$ cat src/rtl/spi_pkg.sv
// Shared SPI definitions used by both the 12-bit transmitter and the receiver.
package spi_pkg;

  localparam int SPI_WORD_W = 12;

  typedef enum logic [1:0] {
    IDLE    = 2'd0,
    LEAD    = 2'd1,
    SHIFT   = 2'd2,
    WAIT_CS = 2'd3
  } rx_state_t;

endpackage

$ cat src/rtl/spi_sync.sv
// Single-bit multi-flop synchroniser with a synchronous, active-high reset value.
module spi_sync #(
  parameter int   STAGES  = 2,
  parameter logic RST_VAL = 1'b0
) (
  input  logic clk,
  input  logic rst,
  input  logic d,
  output logic q
);

  logic [STAGES-1:0] chain_r;

  // Shift the asynchronous input through the flop chain
  always_ff @(posedge clk) begin
    if (rst) begin
      chain_r <= {STAGES{RST_VAL}};
    end else begin
      chain_r <= {chain_r[STAGES-2:0], d};
    end
  end

  assign q = chain_r[STAGES-1];

endmodule

$ cat src/rtl/spi_slave_rx.sv
// SPI receiver: synchronises sclk/cs/mosi, deserialises LSB-first frames and
// presents each word on a valid/ready port with frame_err and overrun flags.
module spi_slave_rx
  import spi_pkg::*;
#(
  parameter int WIDTH       = SPI_WORD_W,
  parameter int SYNC_STAGES = 2,
  parameter int LEAD_EDGES  = 1
) (
  input  logic             clk,
  input  logic             rst,
  input  logic             sclk,
  input  logic             cs,
  input  logic             mosi,
  output logic [WIDTH-1:0] data_out,
  output logic             valid,
  input  logic             ready,
  output logic             frame_err,
  output logic             overrun
);

  localparam int CW = $clog2(WIDTH + 1);
  localparam int LW = (LEAD_EDGES > 0) ? $clog2(LEAD_EDGES + 1) : 1;
  localparam int SW = $clog2(SYNC_STAGES + 1);
  localparam logic [CW-1:0] BIT_LAST  = CW'(WIDTH - 1);
  localparam logic [LW-1:0] LEAD_LAST = (LEAD_EDGES > 0) ? LW'(LEAD_EDGES - 1) : '0;
  localparam logic [SW-1:0] SETTLE_N  = SW'(SYNC_STAGES);

  logic             sclk_s;
  logic             cs_s;
  logic             mosi_s;
  logic             sclk_prev_r;
  logic             fall_s;
  logic             settled_s;
  logic [SW-1:0]    settle_cnt_r;
  logic [WIDTH-1:0] word_s;

  rx_state_t        state_r;
  logic [WIDTH-1:0] shift_r;
  logic [CW-1:0]    bit_cnt_r;
  logic [LW-1:0]    lead_cnt_r;
  logic [WIDTH-1:0] data_out_r;
  logic             valid_r;
  logic             frame_err_r;
  logic             overrun_r;

  spi_sync #(.STAGES(SYNC_STAGES), .RST_VAL(1'b0)) u_sync_sclk (
    .clk(clk), .rst(rst), .d(sclk), .q(sclk_s)
  );
  spi_sync #(.STAGES(SYNC_STAGES), .RST_VAL(1'b1)) u_sync_cs (
    .clk(clk), .rst(rst), .d(cs), .q(cs_s)
  );
  spi_sync #(.STAGES(SYNC_STAGES), .RST_VAL(1'b0)) u_sync_mosi (
    .clk(clk), .rst(rst), .d(mosi), .q(mosi_s)
  );

  // Previous synchronised sclk for falling-edge detection
  always_ff @(posedge clk) begin
    if (rst) begin
      sclk_prev_r <= 1'b0;
    end else begin
      sclk_prev_r <= sclk_s;
    end
  end

  // cs_s shows its reset value until the chain refills, so WAIT_CS must not trust it earlier
  always_ff @(posedge clk) begin
    if (rst) begin
      settle_cnt_r <= '0;
    end else if (!settled_s) begin
      settle_cnt_r <= settle_cnt_r + SW'(1);
    end else begin
      settle_cnt_r <= settle_cnt_r;
    end
  end

  assign fall_s    = sclk_prev_r & ~sclk_s;
  assign settled_s = (settle_cnt_r == SETTLE_N);
  assign word_s    = {mosi_s, shift_r[WIDTH-1:1]};

  // Receive FSM with registered word/valid/error outputs
  always_ff @(posedge clk) begin
    if (rst) begin
      state_r     <= WAIT_CS;
      shift_r     <= '0;
      bit_cnt_r   <= '0;
      lead_cnt_r  <= '0;
      data_out_r  <= '0;
      valid_r     <= 1'b0;
      frame_err_r <= 1'b0;
      overrun_r   <= 1'b0;
    end else begin
      frame_err_r <= 1'b0;
      overrun_r   <= 1'b0;
      if (valid_r && ready) begin
        valid_r <= 1'b0;
      end
      case (state_r)
        IDLE: begin
          if (!cs_s) begin
            lead_cnt_r <= '0;
            bit_cnt_r  <= '0;
            state_r    <= (LEAD_EDGES == 0) ? SHIFT : LEAD;
          end
        end
        LEAD: begin
          if (cs_s) begin
            state_r     <= IDLE;
            frame_err_r <= 1'b1;
          end else if (fall_s) begin
            lead_cnt_r <= lead_cnt_r + LW'(1);
            if (lead_cnt_r == LEAD_LAST) begin
              state_r <= SHIFT;
            end
          end
        end
        SHIFT: begin
          // cs wins over a coincident sclk fall
          if (cs_s) begin
            state_r     <= IDLE;
            frame_err_r <= 1'b1;
          end else if (fall_s) begin
            shift_r   <= word_s;
            bit_cnt_r <= bit_cnt_r + CW'(1);
            if (bit_cnt_r == BIT_LAST) begin
              state_r <= WAIT_CS;
              if (!valid_r || ready) begin
                data_out_r <= word_s;
                valid_r    <= 1'b1;
              end else begin
                overrun_r <= 1'b1;
              end
            end
          end
        end
        WAIT_CS: begin
          if (settled_s && cs_s) begin
            state_r <= IDLE;
          end
        end
        default: begin
          state_r <= WAIT_CS;
        end
      endcase
    end
  end

  assign data_out  = data_out_r;
  assign valid     = valid_r;
  assign frame_err = frame_err_r;
  assign overrun   = overrun_r;

endmodule

$ cat config.mk
export PLATFORM = sky130hd
export DESIGN_NAME = spi_slave_rx
export DESIGN_NICKNAME = d
export VERILOG_FILES = /design/src/rtl/spi_pkg.sv /design/src/rtl/spi_sync.sv /design/src/rtl/spi_slave_rx.sv
export SDC_FILE = /design/constraint.sdc
export NUM_CORES = 1
export LEC_CHECK = 0
export CORE_UTILIZATION = 53
export DETAILED_ROUTE_END_ITERATION = 7
export PLACE_DENSITY = 0.77
export SYNTH_ARGS = -nofsm -noshare
export SYNTH_HDL_FRONTEND = slang
export SYNTH_HIERARCHICAL = 1
export SYNTH_SLANG_ARGS = --single-unit
$ cat constraint.sdc
create_clock -name clk -period 2.41 [get_ports clk]
set_input_delay 0.3615 -clock clk [delete_from_list [all_inputs] [get_ports clk]]
set_output_delay 0.3615 -clock clk [all_outputs]
set_load 0.01 [all_outputs]
==> flow_summary.json, run 1 <==
{
  "outcome": "finished, violations left",
  "min_path_type": "reg2reg",
  "grt_pass1_wl_mm": 4.75,
  "maxCapViolCount": 0,
  "regToRegSetupSlack_ps": 490,
  "fin_crit_sh_pct": 79.7,
  "crit_type": "reg2reg",
  "area_growth_pct": 16.8,
  "p_per_area_nw_per_um2": 731,
  "cp-end-kind": "flip-flop",
  "crit_path_top_delay_cell": "dfxtp_1",
  "slew_headroom_pct": 47.7,
  "slew_viol_final": 0,
  "first_pass_iters": 6,
  "start_kind": "flip-flop",
  "syn_area_um2": 1650,
  "wl_mm": 2.77,
  "fp.dieW_um": 57.7,
  "synth-xor-area-share_pct": 1.60,
  "rows": 19,
  "drive_gt1_share_pct": 6.67,
  "intPower_mw": 1.02,
  "synth_compound_area_share_pct": 7.60,
  "post_cts_resize_count": 0,
  "fmax_ghz": 0.521,
  "cts_tree": "built",
  "pwr-share-seq_pct": 55.1,
  "leakagePower_nw": 0.703,
  "max_stage_delay_ps": 370,
  "fillers": 237,
  "power_frac_comb_pct": 19.9,
  "synth_top_family_by_area": "simple AND/OR/NAND/NOR gates",
  "seq_area_frac_synth_pct": 51.1,
  "routedWlPerCell_um": 12.3,
  "setup_violations": 0,
  "grt_max_degree": 23,
  "synthSimpleGateAreaFrac_pct": 22.6,
  "drc": 2,
  "cp.buffers_inverters": 2,
  "power_mw": 1.40,
  "fin_nets": 206,
  "peakVddDrop_mv": 0.453,
  "grtUsageTotal_pct": 19.0,
  "p_switching_mw": 0.389,
  "holdBufCountCts": 0,
  "clockBufferDepth": 2,
  "cts_setup_buffers": 0,
  "start_util_pct": 57.7,
  "worstPathArrival_ps": 2120,
  "ys.warnings.count": 6,
  "clkPwrFrac_pct": 25.0,
  "antennaDiodeCount": 0,
  "core_region_area_um2": 2850,
  "violations": "design-rule violations",
  "syn_inst": 172,
  "cts-htree-levels": 2,
  "crit_chain": "inv_1, ha_1, nand4bb_4, nor3b_4, buf_4, mux2i_1, nor2_1",
  "syn_nets": 184,
  "crit_fanout": 13,
  "vias": 1214,
  "io_buffers": 20,
  "ant_nets": 0,
  "skew_ps": 4.95,
  "cts_root_buf": "clkbuf_4",
  "crit_required_ps": 2610,
  "tightestPinTransition_ps": 782,
  "die_h_um": 57.7,
  "cts_sinks": 42,
  "overflow": 0,
  "synth_area_per_cell_um2": 9.57,
  "grt_pass1_vias": 1107,
  "multi_input_area_um2": 738,
  "place.gp.congestion": 0.764,
  "muxShareOfSynthArea_pct": 8.51,
  "io_pins": 21,
  "synthAdderAreaFrac_pct": 4.56,
  "die-area_um2": 3330,
  "hold_viol": 0,
  "min_period_ps": 1920,
  "drt_iter0_drc": 36,
  "crit_family": "simple AND/OR/NAND/NOR gates",
  "synth_seq_cells": 42,
  "dp_hpwl_mm": 1.97,
  "seq_area_um2": 841,
  "tns_ps": 0,
  "avgViaCountPerCell": 5.37,
  "swShare_pct": 27.7,
  "cts_buffers": 5,
  "antenna_found_initial": 0,
  "cts.reportedPaths.clkPinSlew_ps": 110,
  "ys_types": 27,
  "clock_latency_ps": 340,
  "rsz0062_at_grt": "false"
}
Yosys cell counts:
master,n,area [um^2]
dfxtp_1,42,841
nor2_1,25,93.8
nand2_1,24,90.1
a21oi_1,15,75.1
mux2i_1,14,140
nor2b_1,7,43.8
ha_1,6,75.1
clkbuf_1,4,15.0
inv_1,4,15.0
nand2b_1,4,25.0
nor3_1,4,20.0
buf_2,3,15.0
xor2_1,3,26.3
a221o_1,2,20.0
buf_6,2,22.5
or2_1,2,12.5
a211oi_1,1,7.51
a221oi_1,1,8.76
a22oi_1,1,7.51
a31oi_1,1,6.26
and4bb_1,1,12.5
nand3b_1,1,7.51
nand4_1,1,6.26
nand4bb_4,1,27.5
nor3b_1,1,7.51
nor3b_4,1,18.8
nor4_1,1,6.26
worst register-to-register path, stage by stage, from the launching register on:
cell	delay (ps)
dfxtp_1	370
inv_1	100
ha_1	270
nand4bb_4	260
nor3b_4	220
buf_4	260
mux2i_1	240
nor2_1	70
power by group through the flow:
| stage | sequential [mW] | clock, mW | combinational [mW] |
|---|---|---|---|
| finish | 0.774 | 0.351 | 0.279 |
| floorplan | 0.783 | 0 | 0.213 |
| global route | 0.780 | 0.398 | 0.323 |
| detailed placement | 0.788 | 0 | 0.283 |
| CTS | 0.773 | 0.363 | 0.285 |
| global placement | 0.784 | 0 | 0.262 |
state kept, by name (all words and copies together), names as in the netlist:
signal / flops
bit_cnt_r: 4
data_out: 12
frame_err: 1
lead_cnt_r: 1
overrun: 1
sclk_prev_r: 1
settle_cnt_r: 2
shift_r: 11
state_r: 2
u_sync_cs/chain_r: 2
u_sync_mosi/chain_r: 2
u_sync_sclk/chain_r: 2
valid: 1
logic make-up (layout without fill, tap and decap cells):
family,count (synthesis),after routing
flops,42,42
fa+ha+maj,6,6
simple gates,73,73
compound gates,21,21
xor+xnor,3,3
mux,14,14
buf+inv,13,36
final timing paths:
kind	start	endpoint	depth (start not counted)
worst max register to register	state_r[0]	data_out[2]	7
worst max-delay path	state_r[0]	data_out[2]	7
worst min register to register	u_sync_cs/chain_r[0]	u_sync_cs/chain_r[1]	1
worst min-delay path	u_sync_cs/chain_r[0]	u_sync_cs/chain_r[1]	1
per-stage QoR:
step           hold WS [ps]  setup slack (ps)  instance area [um^2]  util [%]  std cells
6_report                415               489                  1920      67.4        226
5_1_grt                 446               317                  1920      67.4        226
4_1_cts                 420               472                  1920      67.4        226
3_5_place_dp            393               501                  1860      65.3        218
3_3_place_gp            388               619                  1860      65.3        218
2_1_floorplan           383               739                  1650         -        172
area by class of cell:
type,instances,area share (%)
clock buffer,7,2.86
clock inverter,1,0.260
inverter,4,0.781
multi-input combinational,117,38.4
sequential,42,43.7
tap,31,2.02
timing repair buffer,24,12.0
per-layer routing:
metal | global-route usage, % | share of wire, % | vias to the layer above
met3 | 5.13 | 4.8 | 8
met4 | 10.2 | 2.2 | 0
li1 | - | - | 617
met5 | 0 | 0 | -
met2 | 29.4 | 47 | 28
met1 | 24.4 | 46 | 561
cell usage in the layout (no fill, tap or decap), types with 4 or more instances in the layout:
cell type and count:
nor2_1 25, mux2i_1 14, buf_4 4, a21oi_1 15, nand2b_1 4, dfxtp_1 42, nor3_1 4, clkdlybuf4s50_1 20
nand2_1 24, ha_1 6, clkbuf_4 5, inv_1 4, nor2b_1 7
Power figures use the tool's default switching activity.
==> inputs of run 2 (changes only) <==
Settings changed: CORE_UTILIZATION 53 to 48, PLACE_DENSITY 0.77 to 0.73.
Clock period 2.41 ns to 1.76 ns, I/O delays scaled along.
==> flow_summary.json, run 2 (synthesis gave the netlist of run 1 again) <==
{
  "antenna_found_initial": 0,
  "crit_fanout": 5,
  "drt_iter0_drc": 45,
  "wl_mm": 3.24,
  "holdBufCountCts": 0,
  "hold_viol": 0,
  "p_switching_mw": 0.639,
  "vias": 1290,
  "dp_cells": 234,
  "area_growth_pct": 29.4,
  "crit_type": "reg2reg",
  "crit_chain": "buf_4, ha_4, a211oi_2, a31oi_2, a221o_1, a221o_1",
  "finalNonFillerCells": 249,
  "grt_pass1_vias": 1141,
  "outcome": "finished clean",
  "grtUsageTotal_pct": 18.8,
  "cts_buffers": 5,
  "r2r_start": "state_r[0]",
  "die_h_um": 60.6,
  "ant_nets": 0,
  "min_from": "u_sync_cs/chain_r[0]",
  "start_util_pct": 52.2,
  "peakVddDrop_mv": 0.675,
  "cts_sinks": 42,
  "fmax_ghz": 0.572,
  "drive_gt1_share_pct": 19.5,
  "cts.reportedPaths.clkPinSlew_ps": 120,
  "p_per_area_nw_per_um2": 1020,
  "fillers": 274,
  "io_buffers": 20,
  "cts_tree": "built",
  "critPathLaunch": "state_r[0]",
  "drc": 0,
  "rsz0062_at_grt": "true",
  "largest_register_ffs": 12,
  "seq_area_um2": 851,
  "intPower_mw": 1.54,
  "power_frac_comb_pct": 27.6,
  "max_stage_delay_ps": 380,
  "slew_viol_final": 0,
  "clockBufferDepth": 2,
  "crit_required_ps": 2010,
  "worstPathArrival_ps": 2000,
  "tightestPinTransition_ps": 388,
  "first_pass_iters": 4,
  "pwr-share-seq_pct": 49.6,
  "setup_violations": 0,
  "min_path_type": "reg2reg",
  "fin_crit_sh_pct": 99.3,
  "crit_path_top_delay_cell": "dfxtp_4",
  "crit_path_frequent_cell": "a221o_1",
  "avgViaCountPerCell": 5.18,
  "min_period_ps": 1750,
  "rows": 20,
  "antennaDiodeCount": 0,
  "fin_nets": 216,
  "maxCapViolCount": 0,
  "clock_latency_ps": 350,
  "final_cell_mix": "dfxtp_1 (38), nor2_1 (24), nand2_1 (24)",
  "cts_root_buf": "clkbuf_4",
  "slew_headroom_pct": 74.1,
  "multi_input_area_um2": 805,
  "leakagePower_nw": 0.761,
  "grt_max_degree": 30,
  "skew_ps": 8.85,
  "start_kind": "flip-flop",
  "tns_ps": 0,
  "overflow": 0,
  "power_mw": 2.17,
  "dp_hpwl_mm": 2.04,
  "fp.dieW_um": 60.6,
  "swShare_pct": 29.4,
  "grt_pass1_wl_mm": 5.03,
  "routedWlPerCell_um": 13.0,
  "layout_commonest_cell": "dfxtp_1",
  "place.gp.congestion": 0.834,
  "core_region_area_um2": 3150,
  "die-area_um2": 3670,
  "cp-end-kind": "flip-flop",
  "clkPwrFrac_pct": 22.9,
  "cts-htree-levels": 2,
  "io_pins": 21
}
[run 2: cell types whose count changed in the layout (fill, tap and decap cells not counted), sizes merged]
cell      previous run  this run
buf                  4        13
clkinvlp             0         1
[run 2: repair_timing]
action                                 in CTS  in global routing
pin swaps                                   0                  5
setup buffers                               1                  5
setup endpoints to repair                   1                 11
gates cloned                                0                  1
endpoints found under the hold margin       0                  0
resized for setup                           2                 21
[run 2: power groups by stage]
stage,sequential (mW),clock (mW),combinational (mW)
2_1_floorplan,1.07,0,0.292
5_1_grt,1.09,0.564,0.660
3_3_place_gp,1.07,0,0.380
4_1_cts,1.06,0.517,0.430
3_5_place_dp,1.08,0,0.404
6_report,1.08,0.498,0.599
[run 2: per-layer routing]
metal / vias to the layer above / wire length [um] / GRT usage [%]
li1: 642 / - / -
met1: 605 / 1410 / 23.6
met2: 39 / 1640 / 29.5
met3: 4 / 167 / 4.69
met4: 0 / 28 / 11.0
met5: - / 0 / 0
[run 2: area by class of cell]
type | count | share of cell area (%)
inverter | 4 | 0.822
tap | 44 | 2.58
multi-input combinational | 117 | 37.8
timing repair buffer | 34 | 15.9
sequential | 42 | 39.9
clock buffer | 6 | 2.41
clock inverter | 2 | 0.587
[run 2: critical path, delay by kind of cell (launching register included)]
kind,cells,cell delay [ps]
compound gates,4,960
flops,1,380
fa+ha+maj,1,170
buf+inv,1,150
[run 2: path summary, 6_finish.rpt]
kind                                to  slack [ps]  cells after the start
hold / removal    u_sync_cs/chain_r[1]         420                      1
setup reg to reg            state_r[1]          10                      6
setup / recovery            state_r[1]          10                      6
hold reg to reg   u_sync_cs/chain_r[1]         420                      1
[run 2: stage by stage]
stage | instance area [um^2] | utilization [%] | hold slack [ps] | setup slack (ps)
CTS | 1990 | 63.1 | 434 | 7.81
global route | 2130 | 67.6 | 457 | -51.5
detailed placement | 1910 | 60.7 | 400 | -39.6
global placement | 1910 | 60.7 | 389 | 39.6
finish | 2130 | 67.6 | 418 | 12.0
floorplan | 1650 | - | 336 | 88.8
